File: config.mk
export PLATFORM = sky130hd
export DESIGN_NAME = rob_cdb_sink
export DESIGN_NICKNAME = d
export VERILOG_FILES = /design/src/rtl/rob_cdb_sink.sv
export SDC_FILE = /design/constraint.sdc
export NUM_CORES = 1
export LEC_CHECK = 0
export CORE_AREA = 2 2 177 179
export CTS_CLUSTER_DIAMETER = 40
export DETAILED_ROUTE_END_ITERATION = 7
export DIE_AREA = 0 0 179 181
export PLACE_DENSITY = 0.54
export SYNTH_ARGS = -nofsm -noshare
export SYNTH_HDL_FRONTEND = slang
export SYNTH_SLANG_ARGS = --single-unit
File: constraint.sdc
create_clock -name clk -period 6.2 [get_ports clk]
set_input_delay 0.93 -clock clk [delete_from_list [all_inputs] [get_ports clk]]
set_output_delay 0.93 -clock clk [all_outputs]
set_load 0.05 [all_outputs]
File: src/rtl/rob_cdb_sink.sv
// rtl/rob_cdb_sink.sv - reorder buffer capturing CDB results and retiring in program order
// Optional macro ROB_RD_FWD_EN: lookup ports also forward the current cycle's CDB broadcast.
module rob_cdb_sink #(
    parameter int data_width = 16,
    parameter int tag_width  = 3
) (
    input  logic                            clk,
    input  logic                            rst_n,
    input  logic                            flush,
    input  logic                            issue_valid,
    input  logic [2:0]                      issue_dr,
    input  logic                            issue_regwrite,
    output logic [tag_width-1:0]            issue_tag,
    output logic                            full,
    input  logic [tag_width+data_width:0]   CDB_in,
    input  logic [tag_width-1:0]            rd_tag_a,
    input  logic [tag_width-1:0]            rd_tag_b,
    output logic                            rd_ready_a,
    output logic                            rd_ready_b,
    output logic [data_width-1:0]           rd_value_a,
    output logic [data_width-1:0]           rd_value_b,
    output logic                            commit_valid,
    output logic [tag_width-1:0]            commit_tag,
    output logic [2:0]                      commit_dr,
    output logic                            commit_regwrite,
    output logic [data_width-1:0]           commit_data
);

    localparam int unsigned depth = 2 ** tag_width;
    localparam logic [tag_width:0] full_count = depth[tag_width:0];

    logic                  busy_q     [depth];
    logic                  ready_q    [depth];
    logic [2:0]            dr_q       [depth];
    logic                  regwrite_q [depth];
    logic [data_width-1:0] value_q    [depth];

    logic [tag_width-1:0]  head_q, head_d;
    logic [tag_width-1:0]  tail_q, tail_d;
    logic [tag_width:0]    count_q, count_d;

    logic                  cdb_valid;
    logic [tag_width-1:0]  cdb_tag;
    logic [data_width-1:0] cdb_data;
    logic                  issue_fire;

    assign cdb_valid = CDB_in[tag_width+data_width];
    assign cdb_tag   = CDB_in[tag_width+data_width-1:data_width];
    assign cdb_data  = CDB_in[data_width-1:0];

    assign full       = (count_q == full_count);
    assign issue_tag  = tail_q;
    assign issue_fire = issue_valid && !full;

    assign commit_valid    = busy_q[head_q] && ready_q[head_q];
    assign commit_tag      = head_q;
    assign commit_dr       = dr_q[head_q];
    assign commit_regwrite = regwrite_q[head_q];
    assign commit_data     = value_q[head_q];

    always_comb begin
        head_d  = head_q;
        tail_d  = tail_q;
        count_d = count_q;
        if (issue_fire) begin
            tail_d = tail_q + 1'b1;
        end
        if (commit_valid) begin
            head_d = head_q + 1'b1;
        end
        if (issue_fire && !commit_valid) begin
            count_d = count_q + 1'b1;
        end else if (!issue_fire && commit_valid) begin
            count_d = count_q - 1'b1;
        end
    end

    always_comb begin
        rd_ready_a = busy_q[rd_tag_a] && ready_q[rd_tag_a];
        rd_ready_b = busy_q[rd_tag_b] && ready_q[rd_tag_b];
        rd_value_a = value_q[rd_tag_a];
        rd_value_b = value_q[rd_tag_b];
`ifdef ROB_RD_FWD_EN
        if (cdb_valid && cdb_tag == rd_tag_a && busy_q[rd_tag_a]) begin
            rd_ready_a = 1'b1;
            rd_value_a = cdb_data;
        end
        if (cdb_valid && cdb_tag == rd_tag_b && busy_q[rd_tag_b]) begin
            rd_ready_b = 1'b1;
            rd_value_b = cdb_data;
        end
`endif
    end

    always_ff @(posedge clk or negedge rst_n) begin
        if (!rst_n) begin
            for (int i = 0; i < depth; i++) begin
                busy_q[i]     <= 1'b0;
                ready_q[i]    <= 1'b0;
                dr_q[i]       <= '0;
                regwrite_q[i] <= 1'b0;
                value_q[i]    <= '0;
            end
            head_q  <= '0;
            tail_q  <= '0;
            count_q <= '0;
        end else if (flush) begin
            for (int i = 0; i < depth; i++) begin
                busy_q[i]     <= 1'b0;
                ready_q[i]    <= 1'b0;
                dr_q[i]       <= '0;
                regwrite_q[i] <= 1'b0;
                value_q[i]    <= '0;
            end
            head_q  <= '0;
            tail_q  <= '0;
            count_q <= '0;
        end else begin
            if (issue_fire) begin
                busy_q[tail_q]     <= 1'b1;
                ready_q[tail_q]    <= 1'b0;
                dr_q[tail_q]       <= issue_dr;
                regwrite_q[tail_q] <= issue_regwrite;
            end
            if (cdb_valid && busy_q[cdb_tag]) begin
                ready_q[cdb_tag] <= 1'b1;
                value_q[cdb_tag] <= cdb_data;
            end
            // Retirement wins over a same-cycle CDB write to the head entry.
            if (commit_valid) begin
                busy_q[head_q]  <= 1'b0;
                ready_q[head_q] <= 1'b0;
            end
            head_q  <= head_d;
            tail_q  <= tail_d;
            count_q <= count_d;
        end
    end

endmodule
**Word-level counts from Yosys, hierarchy flattened**

Cells that the tools add are included.

- Register bits: 186
- Input port bits: 34
- Output and inout bits: 62
- Logic and storage cells: 157

- $add $sub $neg: 4
- Magnitude comparators: 8
- Equality and inequality tests: 1
- Multiplexer cells: 72
- Bitwise logic cells: 12
- Reduce and logical (&&, ||, !) cells: 17

Operators by type and width:

| kind | number |
|---|---|
| two-way mux 128 bit | 2 |
| binary-select mux 16 bit (select 3 bit) | 3 |
| bitwise mux 128 bit | 1 |
| two-way mux 16 bit | 7 |
| two-way mux 8 bit | 12 |
| demux 16 bit (select 3 bit) | 1 |
| two-way mux 24 bit | 2 |
| bitwise AND 8 bit | 3 |
| binary-select mux 1 bit (select 3 bit) | 8 |
| bitwise mux 24 bit | 1 |
| two-way mux 3 bit | 7 |
| >= comparator 4 bit (second input constant) | 5 |
| inverter 3 -> 4 bit | 5 |
| two-way mux 1 bit | 19 |
| inverter 8 bit | 2 |
| bitwise OR 8 bit | 2 |
| < comparator 4 x 1 -> 1 bit (second input constant) | 3 |
| two-way mux 4 bit | 3 |
| logical AND 1 bit | 10 |
| binary-select mux 3 bit (select 3 bit) | 1 |
| demux 1 bit (select 3 bit) | 3 |
| demux 3 bit (select 3 bit) | 1 |
| bitwise mux 8 bit | 1 |
| adder 3 x 1 -> 3 bit (second input constant) | 2 |
| 6 further kinds | 10 |

**Longest topological paths before layout**

Gate-level depths: netlist of run 1.

- Word-level depth: 15
- Depth in mapped cells: 10
- Mapped depth without buffers: 9

**Worst setup path after synthesis of run 1**

OpenSTA, ideal clock, no wires.

- Path type: input -> output
- From: in rd_tag_a[0]
- To: out rd_ready_a
- Arrival time: 3.052 ns
- Data required time: 5.270 ns
- Setup slack: 2.218 ns
- Stages: 4
- Buffers on the path: 2
- Cells stage by stage: buf_2 -> buf_1 -> mux4_2 -> o21ai_0

- Cells in the longest elaborated chain, start to end: 5
- Elaborated cells between the ends (all ways): 8
- Classes of those cells: mux: 6; bitwise: 1; reduce/logical: 1

RTL lines:

| item | line | RTL |
|---|---|---|
| start: declaration | 16 | `input logic [tag_width-1:0] rd_tag_a,` |
| inverter 3 -> 4 bit (implied by the code) (*) | 79 | `rd_ready_a = busy_q[rd_tag_a] && ready_q[rd_tag_a];` |
| binary-select mux 1 bit (select 3 bit) | 79 |  |
| two-way mux 1 bit (implied by the code) (2 in a row) | 79 |  |
| logical AND 1 bit (*) | 79 |  |
| end: declaration | 18 | `output logic rd_ready_a,` |

Mark *: on every way between the ends. The rest lies on a longest branch, timed or not. The select of a mux whose other input is x is not followed.

**Final worst setup path of run 1**

- From: reg head_q[1] (netlist: commit_tag[1])
- To: out commit_data[11]

- Cells in the longest elaborated chain, start to end: 4

RTL lines:

| item | line | RTL |
|---|---|---|
| start: declaration | 38 | `logic [tag_width-1:0] head_q, head_d;` |
| start signal: assignment | 104 | `head_q <= '0;` |
| start signal: assignment | 115 | `head_q <= '0;` |
| start signal: assignment | 134 | `head_q <= head_d;` |
| inverter 3 -> 4 bit (implied by the code) | 59 | `assign commit_data = value_q[head_q];` |
| binary-select mux 16 bit (select 3 bit) | 59 |  |
| two-way mux 16 bit (implied by the code) (2 in a row) | 59 |  |
| end: declaration | 26 | `output logic [data_width-1:0] commit_data` |

Every way passes these cells. The select of a mux whose other input is x is not followed.

==> results by group, run 1 <==
CTS
  • Clock Sinks: 186
  • CTS tree: done
  • Post-CTS Resized: 0
  • CTS Hold Bufs: 0
  • CTS buffer count: 17
  • H-tree depth: 4
  • Clock Path Buffers: 2
  • Worst skew pair latency: 430 ps
  • Postcts setup bufs: 0
  • Root Buffer: clkbuf_16
  • Clock edge transition at the registers on the reported setup and hold paths: 80 ps

Flow run
  • MaxCap Viol Count: 0

Layout
  • Multi-input logic area: 6351 um2
  • Nets: around 1,100
  • Fraction of layout cells with a size suffix above 1: 0.1976
  • Area Growth Syn to Fin: 15.25%
  • Fin util: 0.4359
  • FILL cells: 2,826
  • Most frequent cells in the layout: 183 x nor2_1, 183 x dfrtp_1, 171 x mux2i_1
  • Antenna cells: 0
  • Fin area: roughly 13,000 um2
  • Register area: 4658 um2

Global route
  • Number of global-route vias before repair: approximately 8,400
  • Total global-route track usage: 0.2268
  • Initial antenna violation count: 0
  • GRT Residual Overflow: 0
  • First-pass GRT wire length: about 55,000 um
  • Largest net degree at the start of global routing: 110

Synth
  • Synth Area in Adders: 0.006104
  • Synthesis Warnings: 0
  • EDFF count, synth: 0
  • Synth area leaders: dfrtp_1 41%, mux2i_1 15%, mux4_2 15%
  • Synth Flop Type: dfrtp_1
  • Mapped Nets: 1,060
  • Synth unique cells: just over 60
  • Post-Synth Simple-Gate Area: 0.1043
  • Async set-reset flop share out of synthesis: 1.000
  • Synthesized flop and latch total: 186
  • Mean Syn Cell Area: approximately 11 um2
  • Mapped Area: 11,480 um2
  • Sequential area share after synthesis: 0.4054
  • Post-synth top area share: 0.4054
  • Area leader, netlist: dfrtp_1
  • Syn Inst Count: around 1,000
  • Synth Area in Compound Gates: 0.08872
  • Mux share of post-synthesis cell area: 0.3466
  • Post-Synth XOR/XNOR Area: 0.003815
  • Main combinational cell family by area after synthesis: multiplexers

Critical path
  • Critical path type: flop to primary output
  • R2r worst-path depth: 10
  • Arrival time worst endpoint: 3870 ps
  • Worst setup EP type: primary output
  • Crit start category: flop
  • Worst EP required: around 5300 ps
  • Max FO, Critical Path: 26

Pwr
  • Internal power: 1.940 mW
  • Net load switching power: 693.7 uW
  • Worst vdd ir: between 150 and 200 uV
  • Clk pwr share: 0.423
  • Leakage power: 6.051 nW
  • Switching Share: 0.2634
  • Seq pwr share: 0.473
  • Comb power frac: 0.105
  • Power per cell area: about 200 nW/um2
  • Tot Pwr: 2.634 mW

Timing
  • Worst slew pin tran: 1136 ps
  • Setup-failing EPs final: 0
  • Fmax: 0.2084 GHz
  • Setup Skew: 15.17 ps
  • Setup slack after layout: 1402 ps
  • Relative slew slack: 0.2417
  • Period utilization: 0.7739
  • Final Slew Violations: 0
  • Post-route minimum period: 4798 ps
  • Unrepaired setup endpoints after global routing: false
  • Fin. Hold Viols: 0
  • TNS Setup: 0 ps

Placed design
  • DP Area: 12,650 um2
  • GP Congestion: 0.7992
  • HPWL Detailed: 21,740 um
  • Post-place setup slack: between 1500 and 2000 ps
  • Number of buffers added on ports: 95

Outcome
  • Status: completed

Floorplanning
  • Die Y-Extent: 181 um
  • Ports: 96
  • Die width: 179 um
  • Core area: 30,350 um2
  • Core Rows: 64
  • Die ar.: 32,400 um2
  • Initial Utilization: 0.3783

Detailed routing
  • Vias: 8,622
  • DRC viols: 0
  • WL per Instance: around 25 um
  • DRT Pass-1 Iters: 5
  • WL final: ~36,000 um
  • Initial DRC Count: 783
  • Via density: 5.910
  • ANT nets after route: 0

Hold path
  • Worst hold path type: primary input to asynchronous set/reset pin
==> area by class of cell <==
type / instances / area share
Clock buffer: 20 / 0.03452
Multi-Input combinational cell: 718 / 0.4800
Tap cell: 396 / 0.03745
Clock inverter: 10 / 0.008984
Timing Repair Buffer: 118 / 0.08379
Inverter: 11 / 0.003121
Sequential cell: 186 / 0.3521
==> Yosys cell counts (6+ instances only) <==
master / number
a21oi_1: 25
dfrtp_1: 186
nor2_1: 183
mux4_2: 74
mux2i_1: 171
buf_4: 7
a211oi_1: 8
nor2b_1: 6
a221oi_1: 22
nand2_1: 40
nand3_1: 8
nand3b_1: 6
mux2_2: 51
a22oi_1: 11
inv_1: 9
buf_2: 23
o22ai_1: 7
clkbuf_1: 68
o21ai_0: 23
==> worst paths after layout <==
| check | startpoint | endpoint | slack [ps] |
|---|---|---|---|
| setup / recovery | commit_tag[1]$_DFFE_PN0P_ | commit_data[11] | 1400 |
| hold / removal | rst_n | value_q[99]$_DFFE_PN0P_ | 500 |
| setup reg to reg | commit_tag[1]$_DFFE_PN0P_ | count_q[3]$_DFFE_PN0P_ | 2480 |
| hold reg to reg | dr_q[12]$_DFFE_PN0P_ | dr_q[12]$_DFFE_PN0P_ | 520 |
| max in group asynchronous | rst_n | commit_tag[2]$_DFFE_PN0P_ | 4300 |
| min in group clk | dr_q[12]$_DFFE_PN0P_ | dr_q[12]$_DFFE_PN0P_ | 520 |
==> sequential cells by signal (all words and copies together), names as in the netlist <==
signal      count
value_q       128
dr_q           24
busy_q          8
ready_q         8
regwrite_q      8
count_q         4
commit_tag      3
issue_tag       3
==> routing by layer <==
metal	vias to the layer above	part of all wire	global-route usage
li1	3797	-	-
met5	-	0	0
met1	4521	0.47	0.3409
met2	279	0.46	0.3438
met4	0	0.012	0.04390
met3	25	0.055	0.03977
==> worst max-delay path: stages (launching register included) <==
cell and delay (ps):
dfrtp_2 860, inv_1 640, nor2_1 410, buf_4 240
a22oi_1 110, o221ai_1 290, clkdlybuf4s50_1 870
==> kinds of logic after synthesis <==
group | count (synthesis)
xor gates and xnor gates | 5
muxes | 298
AOI/OAI and AO/OA | 137
and+or+nand+nor | 273
buffers and inverters | 117
adders and majority gates | 5
DFF | 186
==> power by group through the flow <==
stage	registers [mW]	logic, mW	clock network, mW
2_1_floorplan	1.27	0.174	0
3_3_place_gp	1.27	0.279	0
3_5_place_dp	1.27	0.279	0
4_1_cts	1.24	0.280	1.13
5_1_grt	1.25	0.299	1.18
6_report	1.24	0.275	1.11
==> metrics by stage <==
| stage | hold slack [ps] | std cells |
|---|---|---|
| 5_1_grt | 543.0 | 1459 |
| 2_1_floorplan | 481.3 | 1021 |
| 3_3_place_gp | 500.3 | 1429 |
| 4_1_cts | 528.9 | 1459 |
| 6_report | 497.4 | 1459 |
| 3_5_place_dp | 513.0 | 1429 |
(Power assumes the default switching activity.)
==> run 2, diff against run 1 <==
--- a/config.mk
+++ b/config.mk
@@ -9,7 +9,7 @@
 export CTS_CLUSTER_DIAMETER = 40
 export DETAILED_ROUTE_END_ITERATION = 7
 export DIE_AREA = 0 0 179 181
-export PLACE_DENSITY = 0.54
+export PLACE_DENSITY = 0.56
 export SYNTH_ARGS = -nofsm -noshare
 export SYNTH_HDL_FRONTEND = slang
 export SYNTH_SLANG_ARGS = --single-unit
==> constraint.sdc (replaced) <==
create_clock -name clk -period 3.9 [get_ports clk]
set_input_delay 0.585 -clock clk [delete_from_list [all_inputs] [get_ports clk]]
set_output_delay 0.585 -clock clk [all_outputs]
set_load 0.05 [all_outputs]
==> run 2 against run 1 <==
Compared with the run above: sequential share of layout area down 0.65 points; register-to-register slack worse by 1700 ps; sequential cell count is the same; via count rose by 0.82%; total power rose by 63%; sequential power up 60%; largest cell class unchanged.
==> results by group, run 2 (same netlist as run 1, synthesis figures left out) <==
Timing
  • Setup Skew: 13.55 ps (-1.619 ps)
  • Relative slew slack: 0.3392 (+0.09749)
  • Fmax: 0.2929 GHz
  • TNS Setup: 0 ps (unchanged)
  • Fin. Hold Viols: 0 (unchanged)
  • Period utilization: 0.8754
  • Worst slew pin tran: 991.2 ps (-145.0 ps)
  • Final Slew Violations: 0 (unchanged)
  • Setup-failing EPs final: 0 (unchanged)
  • Unrepaired setup endpoints after global routing: false
  • Post-route minimum period: 3414 ps

Critical path
  • WP depth: 5 (-1)
  • Max FO, Critical Path: 20 (-23%)
  • Crit-path max cell delay: 700 ps (-170 ps)
  • Arrival time worst endpoint: 2830 ps (-1040 ps)
  • RR Startpoint: commit_tag[2]$_DFFE_PN0P_
  • Crit-path cells: buf_4 > mux4_2 > nand2_1 > nand2_1 > clkdlybuf4s50_1
  • Worst setup EP type: primary output
  • CP max stage cell: clkdlybuf4s50_1
  • Crit start category: flop
  • CP most frequent cell: nand2_1
  • R2r worst-path depth: 10 (unchanged)
  • Critical path type: flop to primary output
  • R2R Setup Slk: 780 ps (-1700 ps)
  • Reg2reg end: count_q[3]$_DFFE_PN0P_
  • Worst EP required: 3310 ps (-1960 ps)
  • Crit path buffers/inverters: 2 (-1)
  • Crit path max-delay family: buffers and inverters

Global route
  • GRT Residual Overflow: 0 (unchanged)
  • GRT Max-Usage Layer: met2
  • GR Util met3: 0.03935 (-0.0004209)
  • Number of global-route vias before repair: 8,574 (+1.9%)
  • Initial antenna violation count: 0 (unchanged)
  • Total global-route track usage: 0.2274 (+0.0006745)
  • Met1 usage: 0.3387 (-0.002175)
  • Grt met2 use: 0.3414 (-0.002462)
  • Largest net degree at the start of global routing: 119 (+8.2%)
  • First-pass GRT wire length: 55,230 um (+0.43%)

CTS
  • Clock Path Buffers: 2 (unchanged)
  • Postcts setup bufs: 0 (unchanged)
  • CTS buffer count: 17 (unchanged)
  • Worst skew pair latency: 450 ps (+20 ps)
  • CTS Hold Bufs: 0 (unchanged)
  • Clock Sinks: 186 (unchanged)
  • H-tree depth: 4 (unchanged)
  • Clock edge transition at the registers on the reported setup and hold paths: 70 ps (about the same)
  • Root Buffer: clkbuf_16
  • CTS tree: done
  • Post-CTS Resized: 0 (unchanged)

Detailed routing
  • ANT nets after route: 0 (unchanged)
  • Initial DRC Count: 805 (+2.8%)
  • WL final: 35,860 um (+0.14%)
  • Vias: 8,693 (+0.82%)
  • WL per Instance: 24.16 um (-1.5%)
  • DRC viols: 0 (unchanged)
  • DRT Pass-1 Iters: 5 (unchanged)
  • Via density: 5.858 (-0.88%)

Floorplanning
  • Core Rows: 64 (unchanged)
  • Initial Utilization: 0.3783 (unchanged)
  • Die ar.: 32,400 um2 (unchanged)
  • Core area: 30,350 um2 (unchanged)
  • Die width: 179 um (unchanged)
  • Die Y-Extent: 181 um (unchanged)
  • Ports: 96 (unchanged)

Layout
  • Reg with most FFs: value_q
  • Area Growth Syn to Fin: 17.43%
  • Most frequent cells in the layout: 183 x nor2_1, 183 x dfrtp_1, 171 x mux2i_1
  • Fraction of layout cells with a size suffix above 1: 0.2629 (+0.06531)
  • Nets: 1,114 (+2.1%)
  • Max reg flops: 128 (unchanged)
  • FILL cells: 2,832 (+0.21%)
  • Antenna cells: 0 (unchanged)
  • Biggest regs: value_q (128), dr_q (24)

Pwr
  • Power per cell area: 318.6 nW/um2 (+60%)
  • Leakage power: 6.347 nW (+4.9%)
  • Tot Pwr: 4.295 mW (+63%)
  • Worst vdd ir: 273.3 uV (+52%)

Flow run
  • MaxCap Viol Count: 0 (unchanged)

Hold path
  • Worst hold path type: primary input to asynchronous set/reset pin

Placed design
  • GP Congestion: 0.8047 (+0.69%)
  • Number of buffers added on ports: 95 (unchanged)
  • HPWL Detailed: 23,750 um (+9.2%)

Outcome
  • Status: completed
[run 2: cell count changes in the layout (fill, tap and decap cells not counted), sizes merged]
cell | previous run | this run
buf | 28 | 104
inv | 13 | 19
clkinv | 3 | 1
clkdlybuf4s50 | 89 | 36
clkbuf | 21 | 19
bufinv | 2 | 3
clkinvlp | 3 | 2
[run 2: layout make-up]
class                           instances  area (um2)  area share
Multi-Input combinational cell        718        6337      0.4701
Sequential cell                       186        4658      0.3456
Timing Repair Buffer                  141        1336     0.09913
Tap cell                              396       495.5     0.03676
Clock buffer                           18       429.2     0.03184
Clock inverter                         14       182.7     0.01355
Inverter                               11       41.29    0.003063
[run 2: metal layers]
layer	up-vias	wire [um]
met5	-	0
met4	0	707
met3	36	2012
met2	299	16450
met1	4511	16690
li1	3847	-
[run 2: how the worst max path moves through the flow]
| stage | from | to |
|---|---|---|
| finish | commit_tag[0]$_DFFE_PN0P_ | commit_data[3] |
| global route | commit_tag[0]$_DFFE_PN0P_ | commit_data[3] |
| CTS | commit_tag[0]$_DFFE_PN0P_ | commit_data[3] |
| detailed placement | CDB_in[17] | value_q[44]$_DFFE_PN0P_ |
| global placement | CDB_in[17] | value_q[40]$_DFFE_PN0P_ |
| floorplan | commit_tag[1]$_DFFE_PN0P_ | commit_data[2] |
[run 2: through the flow]
stage	utilization	hold slack (ps)	worst slack [ps]	cell area [um2]	cells
after CTS	0.4442	156.6	473.9	13480	1484
final	0.4442	136.1	486.1	13480	1484
after global placement	0.4240	500.5	750.8	12870	1452
after global routing	0.4442	175.9	396.1	13480	1484
after detailed placement	0.4240	508.7	696.2	12870	1452
after floorplan	-	289.4	483.2	11480	1021
[run 2: power breakdown]
| part | switching (mW) | internal, mW |
|---|---|---|
| sequential | 0.0288 | 1.95 |
| clock | 0.829 | 1.03 |
| combinational | 0.288 | 0.172 |
| total | 1.15 | 3.15 |
